**src/rtl/mux16_pkg.sv**
```systemverilog
// mux16_pkg: shared constants, FSM state type and select decode for the 16-way arbiter
package mux16_pkg;

    localparam int N_REQ = 16;
    localparam int SEL_W = 4;

    typedef enum logic [1:0] {
        IDLE  = 2'd0,
        GRANT = 2'd1,
        REL   = 2'd2
    } state_t;

    function automatic logic [N_REQ-1:0] onehot16(input logic [SEL_W-1:0] idx);
        return N_REQ'(1) << idx;
    endfunction

endpackage

```
**src/rtl/mux16to1_41.sv**
```systemverilog
// mux16to1_41: combinational 16:1 single-bit multiplexer
module mux16to1_41 (
    input  logic [15:0] in,
    input  logic [3:0]  sel,
    output logic        out
);

    assign out = in[sel];

endmodule

```
**src/rtl/rr_pick16.sv**
```systemverilog
// rr_pick16: combinational round-robin pick, first set request at or after ptr (wrapping)
module rr_pick16
    import mux16_pkg::*;
(
    input  logic [N_REQ-1:0] req,
    input  logic [SEL_W-1:0] ptr,
    output logic [SEL_W-1:0] idx,
    output logic             valid
);

    logic [N_REQ-1:0] rot;
    logic [SEL_W-1:0] off;

    // rotate so that bit 0 of rot is requester ptr, then take the lowest set bit
    always_comb begin
        rot = '0;
        off = '0;
        for (int i = 0; i < N_REQ; i++)
            rot[i] = req[ptr + SEL_W'(i)];
        for (int i = N_REQ - 1; i >= 0; i--)
            if (rot[i]) off = SEL_W'(i);
    end

    assign idx   = ptr + off;
    assign valid = |req;

endmodule

```
**src/rtl/mux16_rr_arbiter.sv**
```systemverilog
// mux16_rr_arbiter: hold-limited round-robin owner of a shared 16:1 mux select
module mux16_rr_arbiter
    import mux16_pkg::*;
#(
    parameter int MAX_HOLD = 8
) (
    input  logic             clk,
    input  logic             rst,
    input  logic [N_REQ-1:0] req,
    input  logic [N_REQ-1:0] din,
    output logic [N_REQ-1:0] gnt,
    output logic [SEL_W-1:0] sel,
    output logic             busy,
    output logic             dout
);

    localparam logic [7:0] HOLD_LAST = 8'(MAX_HOLD - 1);

    state_t           state, state_nx;
    logic [SEL_W-1:0] ptr, ptr_nx, sel_nx, pick_idx;
    logic [7:0]       hold_cnt, hold_nx;
    logic             pick_valid, mux_out;

    rr_pick16 u_pick (
        .req   (req),
        .ptr   (ptr),
        .idx   (pick_idx),
        .valid (pick_valid)
    );

    mux16to1_41 u_mux (
        .in  (din),
        .sel (sel),
        .out (mux_out)
    );

    // state, pointer, select and hold counter registers
    always_ff @(posedge clk or posedge rst) begin
        if (rst) begin
            state    <= IDLE;
            ptr      <= '0;
            sel      <= '0;
            hold_cnt <= '0;
        end else begin
            state    <= state_nx;
            ptr      <= ptr_nx;
            sel      <= sel_nx;
            hold_cnt <= hold_nx;
        end
    end

    // arbitrate in IDLE, count and release in GRANT, single gap cycle in REL
    always_comb begin
        state_nx = state;
        ptr_nx   = ptr;
        sel_nx   = sel;
        hold_nx  = hold_cnt;
        case (state)
            IDLE: begin
                if (pick_valid) begin
                    sel_nx   = pick_idx;
                    hold_nx  = '0;
                    state_nx = GRANT;
                end
            end
            GRANT: begin
                hold_nx = hold_cnt + 8'd1;
                if (!req[sel] || hold_cnt == HOLD_LAST) begin
                    ptr_nx   = sel + SEL_W'(1);
                    state_nx = REL;
                end
            end
            REL:     state_nx = IDLE;
            default: state_nx = IDLE;
        endcase
    end

    assign busy = (state == GRANT);
    assign gnt  = busy ? onehot16(sel) : '0;
    assign dout = mux_out & busy;

endmodule

```
**config.mk**
```make
export PLATFORM = sky130hd
export DESIGN_NAME = mux16_rr_arbiter
export DESIGN_NICKNAME = d
export VERILOG_FILES = /design/src/rtl/mux16_pkg.sv /design/src/rtl/mux16to1_41.sv /design/src/rtl/rr_pick16.sv /design/src/rtl/mux16_rr_arbiter.sv
export SDC_FILE = /design/constraint.sdc
export NUM_CORES = 1
export LEC_CHECK = 0
export BUFFER_PORTS_ARGS = -buffer_cell sky130_fd_sc_hd__buf_2
export CORE_MARGIN = 1.5
export CORE_UTILIZATION = 25
export CTS_BUF_LIST = sky130_fd_sc_hd__clkbuf_16
export CTS_CLUSTER_DIAMETER = 40
export DETAILED_ROUTE_END_ITERATION = 10
export PLACE_DENSITY = 0.54
export SLEW_MARGIN = 20
export SYNTH_ARGS = -nofsm -noshare
export SYNTH_HDL_FRONTEND = slang
export SYNTH_SLANG_ARGS = --single-unit
```
**constraint.sdc**
```tcl
create_clock -name clk -period 5.1 [get_ports clk]
set_clock_uncertainty 0.05 [all_clocks]
set_input_delay 0.51 -clock clk [delete_from_list [all_inputs] [get_ports clk]]
set_output_delay 0.51 -clock clk [all_outputs]
set_load 0.005 [all_outputs]
```
## Word level (Yosys, flattened, before mapping)

Cells that the tools add are included.

- Register bits: 18
- Output and inout port bits: 22
- Logic and storage cells: 112

- $add $sub $neg: 18
- $lt $le $gt $ge: 17
- Equality and inequality tests: 4
- Shift operators: 1
- Muxes and demuxes: 58
- Bitwise operators: 1
- Reduce and logical (&&, ||, !) cells: 9

Operators by type and width:

| kind | number |
|---|---|
| less-than comparator 4 x 5 -> 1 bit, second input constant | 17 |
| binary-select mux 1 bit (select 4 bit) | 18 |
| 2-to-1 mux 4 bit | 16 |
| adder 4 bit, second input constant | 8 |
| 2-to-1 mux 1 bit | 18 |
| adder 4 x 3 -> 4 bit, second input constant | 4 |
| 2-to-1 mux 16 bit | 1 |
| case mux 8 bit (2 select lines) | 1 |
| OR reduction 16 bit | 1 |
| left shift 1 x 4 -> 16 bit, first input constant | 1 |
| adder 4 x 1 -> 4 bit, second input constant | 2 |
| adder 4 x 2 -> 4 bit, second input constant | 2 |
| adder 8 x 1 -> 8 bit, second input constant | 1 |
| equality test 8 x 3 -> 1 bit, second input constant | 1 |
| 2-to-1 mux 8 bit | 1 |
| AND reduction 2 bit | 4 |
| adder 4 bit | 1 |
| 2-to-1 mux 2 bit | 2 |
| case mux 2 bit (2 select lines) | 1 |
| equality test 2 x 1 -> 1 bit, second input constant | 1 |
| logical NOT 2 bit | 1 |
| inequality test 2 x 1 -> 1 bit, second input constant | 1 |
| inequality test 2 bit, second input constant | 1 |
| nonzero test 2 bit | 1 |
| 3 further kinds | 3 |

## Depth between registers and ports, before layout

- Word-level depth: 20
- Mapped depth: 17
- Depth with buffers taken out: 15

## By module

A second synthesis with hierarchy kept.

- Cells, all modules: 250
- Area, all modules: 2,677.6 sq um

Modules (own cells, without submodules):

| module | instances | cells each | area an instance (sq um) | sequential area each (sq um) |
|---|---|---|---|---|
| rr_pick16 | 1 | 121 | 1,376.3 | 0.0 |
| mux16_rr_arbiter | 1 | 122 | 1,166.1 | 450.4 |
| mux16to1_41 | 1 | 7 | 135.1 | 0.0 |

## Worst setup path before layout

Ideal clock, no wire load.

- Path kind: register to register
- From: register ptr[1]
- To: register sel[3]
- Library setup time: 0.136 ns
- Data arrival time: 4.233 ns
- Data required time: 4.914 ns
- Slack: 0.682 ns
- Cell stages (with the launch flop): 16
- Buffers on the path: 2
- Path through: dfrtp_1 clkbuf_1 inv_1 ha_1 buf_2 mux4_2 mux4_2 or2_1 o41a_1 a31oi_1 ha_1 a21o_1 a21oi_1 xnor2_1 xnor2_1 a21oi_1

- Longest elaborated chain between the ends: 20
- Elaborated cells on any way between the ends: 64

RTL lines:

| item | line | text |
|---|---|---|
| start: declaration | mux16_rr_arbiter.sv:20 | `logic [SEL_W-1:0] ptr, ptr_nx, sel_nx, pick_idx;` |
| start signal: assignment | mux16_rr_arbiter.sv:46 | `ptr <= ptr_nx;` |
| adder 4 bit | rr_pick16.sv:19 | `rot[i] = req[ptr + SEL_W'(i)];` |
| binary-select mux 1 bit (select 4 bit) | rr_pick16.sv:19 |  |
| 2-to-1 mux 1 bit (not written as such) | rr_pick16.sv:19 |  |
| 2-to-1 mux 4 bit (16 in series) | rr_pick16.sv:21 | `if (rot[i]) off = SEL_W'(i);` |
| adder 4 bit * | rr_pick16.sv:24 | `assign idx = ptr + off;` |
| end signal: assignment | mux16_rr_arbiter.sv:47 | `sel <= sel_nx;` |
| end: declaration | mux16_rr_arbiter.sv:12 | `output logic [SEL_W-1:0] sel,` |

Mark *: on every way between the ends. The rest lies on a longest branch, timed or not. The select of a mux whose other input is x is not followed.
A chain may end at the register's enable or synchronous reset.

## Worst setup path in the final report

Same ends and word-level chain as after synthesis.

==> impl_metrics.csv <==
group,metric,value,unit
run_status,outcome,"finished clean",
pwr,irDropWorstVdd,0.226,mV
grt,use_met1,0.169,
route,dr_total_vias,2171,
clock_network,postCtsSetupBuffers,0,
synthesis,postSynthCellCount,240,
floorplan,start_util,0.258,
floorplan,die_w,103,um
synthesis,avgSynthCellArea,10.5,um^2
synthesis,synthFlopType,"dfrtp_1",
synthesis,netlist_area,0.00252,mm^2
synthesis,synthArstFlopShare,1.00,
cells_and_area,stdcell_count,422,
placed_design,post-place-ws,0.848,ns
clock_network,hold_buffers,0,
clock_network,cts_buffer_depth,2,
sta,setup_viol,0,
grt,grtUsageTotal,0.124,
synthesis,synth_edf_count,0,
clock_network,cts_tree,"done",
route,viasPerCell,5.14,
placed_design,placed_cells,418,
clock_network,cts_buffers,3,
grt,grt_pass1_vias,2075,
cells_and_area,diodes,0,
clock_network,htree_levels,1,
grt,grt-busiest-layer,"met2",
sta,period_share,0.833,
synthesis,syn-num-nets,292,
route,post_drt_wl_per_cell,14.7,um
clock_network,clockRootBuffer,"clkbuf_16",
sta,relSlewSlack,0.456,
floorplan,rows,36,
critical_path,startpoint_type,"flip-flop",
floorplan,io_pins,56,
critical_path,r2r-start,"ptr[1]",
placed_design,port-buffer-count,55,
clock_network,clk_latency,0.25,ns
cells_and_area,nets,342,
sta,setup_tns,0,ns
route,drc,0,
cells_and_area,n_fill_cell,1013,
floorplan,die_area,0.0107,mm^2
placed_design,place.gp.congestion,0.825,
sta,rsz0062_at_grt,"no",
sta,max_freq,0.236,GHz
cells_and_area,area_growth,19.1,%
route,dr.pass1.iters,4,
synthesis,yosys_warnings,0,
grt,grt_first_pass_wirelength,10.5,mm
placed_design,place_hpwl,4.85,mm
critical_path,cp.arrival,4.29,ns
synthesis,synth_cell_type_count,40,
synthesis,synth_seq_cells,18,
cells_and_area,final_layout_size_suffix_gt1_frac,0.329,
grt,grt_antenna_before_repair,0,
route,detail-route-antenna-nets,0,
route,wl,6.21,mm
critical_path,end_kind,"flip-flop",
critical_path,crit_fanout,8,
critical_path,worstSetupPathType,"flip-flop to flip-flop",
critical_path,startpoint,"ptr[1]",
synthesis,synth-seq-area-share,0.179,
grt,grt_max_degree,23,
pwr,powerDensity,730,mW/mm^2
grt,grt_use_met3,0.0114,
cells_and_area,final-seq-area,450,um^2
sta,worst_slew_pin_slew,0.810,ns
floorplan,core_area,0.00977,mm^2
grt,met2_usage,0.213,
floorplan,die_y,103,um
sta,hold_viol_final,0,
route,drt-initial-drc-count,128,
pwr,power.total,2.19,mW
hold_path,worstHoldPathType,"input port to async pin",
sta,layout_setup_ws,0.854,ns
run,cap_violations,0,
clock_network,clock_sinks,18,
cells_and_area,multiInputGateArea,0.00196,mm^2
clock_network,cts_resized,0,
critical_path,critPathRequiredTime,5.15,ns
clock_network,clk_pin_slew_worst_paths,0.05,ns
sta,finalCriticalPeriod,4.25,ns
pwr,leakage,1.32,nW
grt,grt_overflow,0,
sta,report.final.slew_viol_count,0,
==> logic make-up (layout without fill, tap and decap cells) <==
group / Yosys count / count (layout) / synth area share
AOI/OAI and AO/OA: 34 / 34 / 0.0864
xor gates and xnor gates: 15 / 15 / 0.0521
adders and majority gates: 18 / 18 / 0.0923
buffers and inverters: 25 / 74 / 0.0422
DFF: 18 / 18 / 0.179
muxes: 53 / 53 / 0.398
and+or+nand+nor: 77 / 77 / 0.150
==> where the power goes <==
| group | total [mW] | leakage (nW) | internal, mW | switching (mW) |
|---|---|---|---|---|
| Combinational | 1.72 | 1.06 | 0.858 | 0.861 |
| Sequential | 0.311 | 0.225 | 0.194 | 0.117 |
| Clock | 0.162 | 0.0385 | 0.105 | 0.0577 |
| Total | 2.19 | 1.32 | 1.16 | 1.04 |
==> cells in the mapped netlist (all sizes together) (2+ instances only) <==
| cell type | count | share of area |
|---|---|---|
| and3 | 4 | 0.0099 |
| nand4 | 3 | 0.0074 |
| inv | 12 | 0.018 |
| o21ai | 14 | 0.028 |
| a31oi | 3 | 0.0074 |
| nand3 | 4 | 0.0079 |
| mux2i | 8 | 0.032 |
| a21oi | 7 | 0.014 |
| nand2b | 3 | 0.0074 |
| o41a | 3 | 0.013 |
| a21o | 2 | 0.0060 |
| mux2 | 12 | 0.054 |
| dfrtp | 18 | 0.18 |
| nor2b | 3 | 0.0074 |
| nor3b | 3 | 0.0089 |
| buf | 6 | 0.014 |
| ha | 17 | 0.084 |
| xor2 | 9 | 0.031 |
| nor4 | 6 | 0.015 |
| nand2 | 18 | 0.027 |
| nor3 | 6 | 0.012 |
| xnor2 | 6 | 0.021 |
| nor2 | 22 | 0.033 |
| mux4 | 33 | 0.31 |
| clkbuf | 7 | 0.010 |
| or2 | 2 | 0.0060 |
==> sequential cells by signal, indices dropped and copies added, names as in the netlist <==
| name | flops |
|---|---|
| hold_cnt | 8 |
| ptr | 4 |
| sel | 4 |
| state | 2 |
==> routing by layer <==
metal  vias to the layer above  wire [um]
met4                         0         92
met3                         9        292
met2                        85       3050
met5                         -          0
met1                      1052       2770
li1                       1025          -
==> worst max-delay path, cell delays in order, from the launching register on <==
cell     delay (ns)
dfrtp_1        0.34
inv_1          0.09
ha_1           0.51
mux4_2         0.58
mux4_2         0.53
or2_1          0.28
o41a_1         0.43
a31oi_1        0.29
ha_1           0.29
a21o_1         0.15
a21oi_1        0.16
xnor2_1        0.15
xnor2_1        0.13
a21oi_1        0.08
==> stage by stage <==
| step | cell area [um^2] | hold slack, ns | util |
|---|---|---|---|
| final | 3000 | 0.312 | 0.307 |
| after global routing | 3000 | 0.390 | 0.307 |
| after CTS | 3000 | 0.337 | 0.307 |
| after detailed placement | 2920 | 0.433 | 0.299 |
| after global placement | 2920 | 0.436 | 0.299 |
| after floorplan | 2520 | 0.399 | - |
==> final timing paths <==
kind                                    end  slack (ns)  cells after the start
worst max-delay path                 sel[3]        0.85                     13
worst min register to register  hold_cnt[7]        0.44                      1
max in group asynchronous            ptr[1]        4.24                      2
min in group clk                hold_cnt[7]        0.44                      1
worst max register to register       sel[3]        0.85                     13
worst min-delay path            hold_cnt[2]        0.31                      2
==> cell type report <==
class	instances	area share
Clock inverter	1	0.00125
Multi-Input combinational cell	197	0.654
Inverter	12	0.0150
Sequential cell	18	0.150
Tap cell	133	0.0554
Timing Repair Buffer	58	0.0992
Clock buffer	3	0.0250
==> cell usage in the layout (no fill, tap or decap), drive strengths merged, types with 2 or more instances in the layout <==
master,synthesis,layout
ha,17,17
nor3b,3,3
o41a,3,3
and3,4,4
xor2,9,9
mux2i,8,8
a31oi,3,3
o21ai,14,14
nor2,22,22
buf,6,58
nor2b,3,3
dfrtp,18,18
nand4,3,3
xnor2,6,6
inv,12,12
mux2,12,12
mux4,33,33
nand2,18,18
a21o,2,2
a21oi,7,7
or2,2,2
nor3,6,6
nor4,6,6
nand2b,3,3
clkbuf,7,3
nand3,4,4
(Power assumes the default switching activity.)
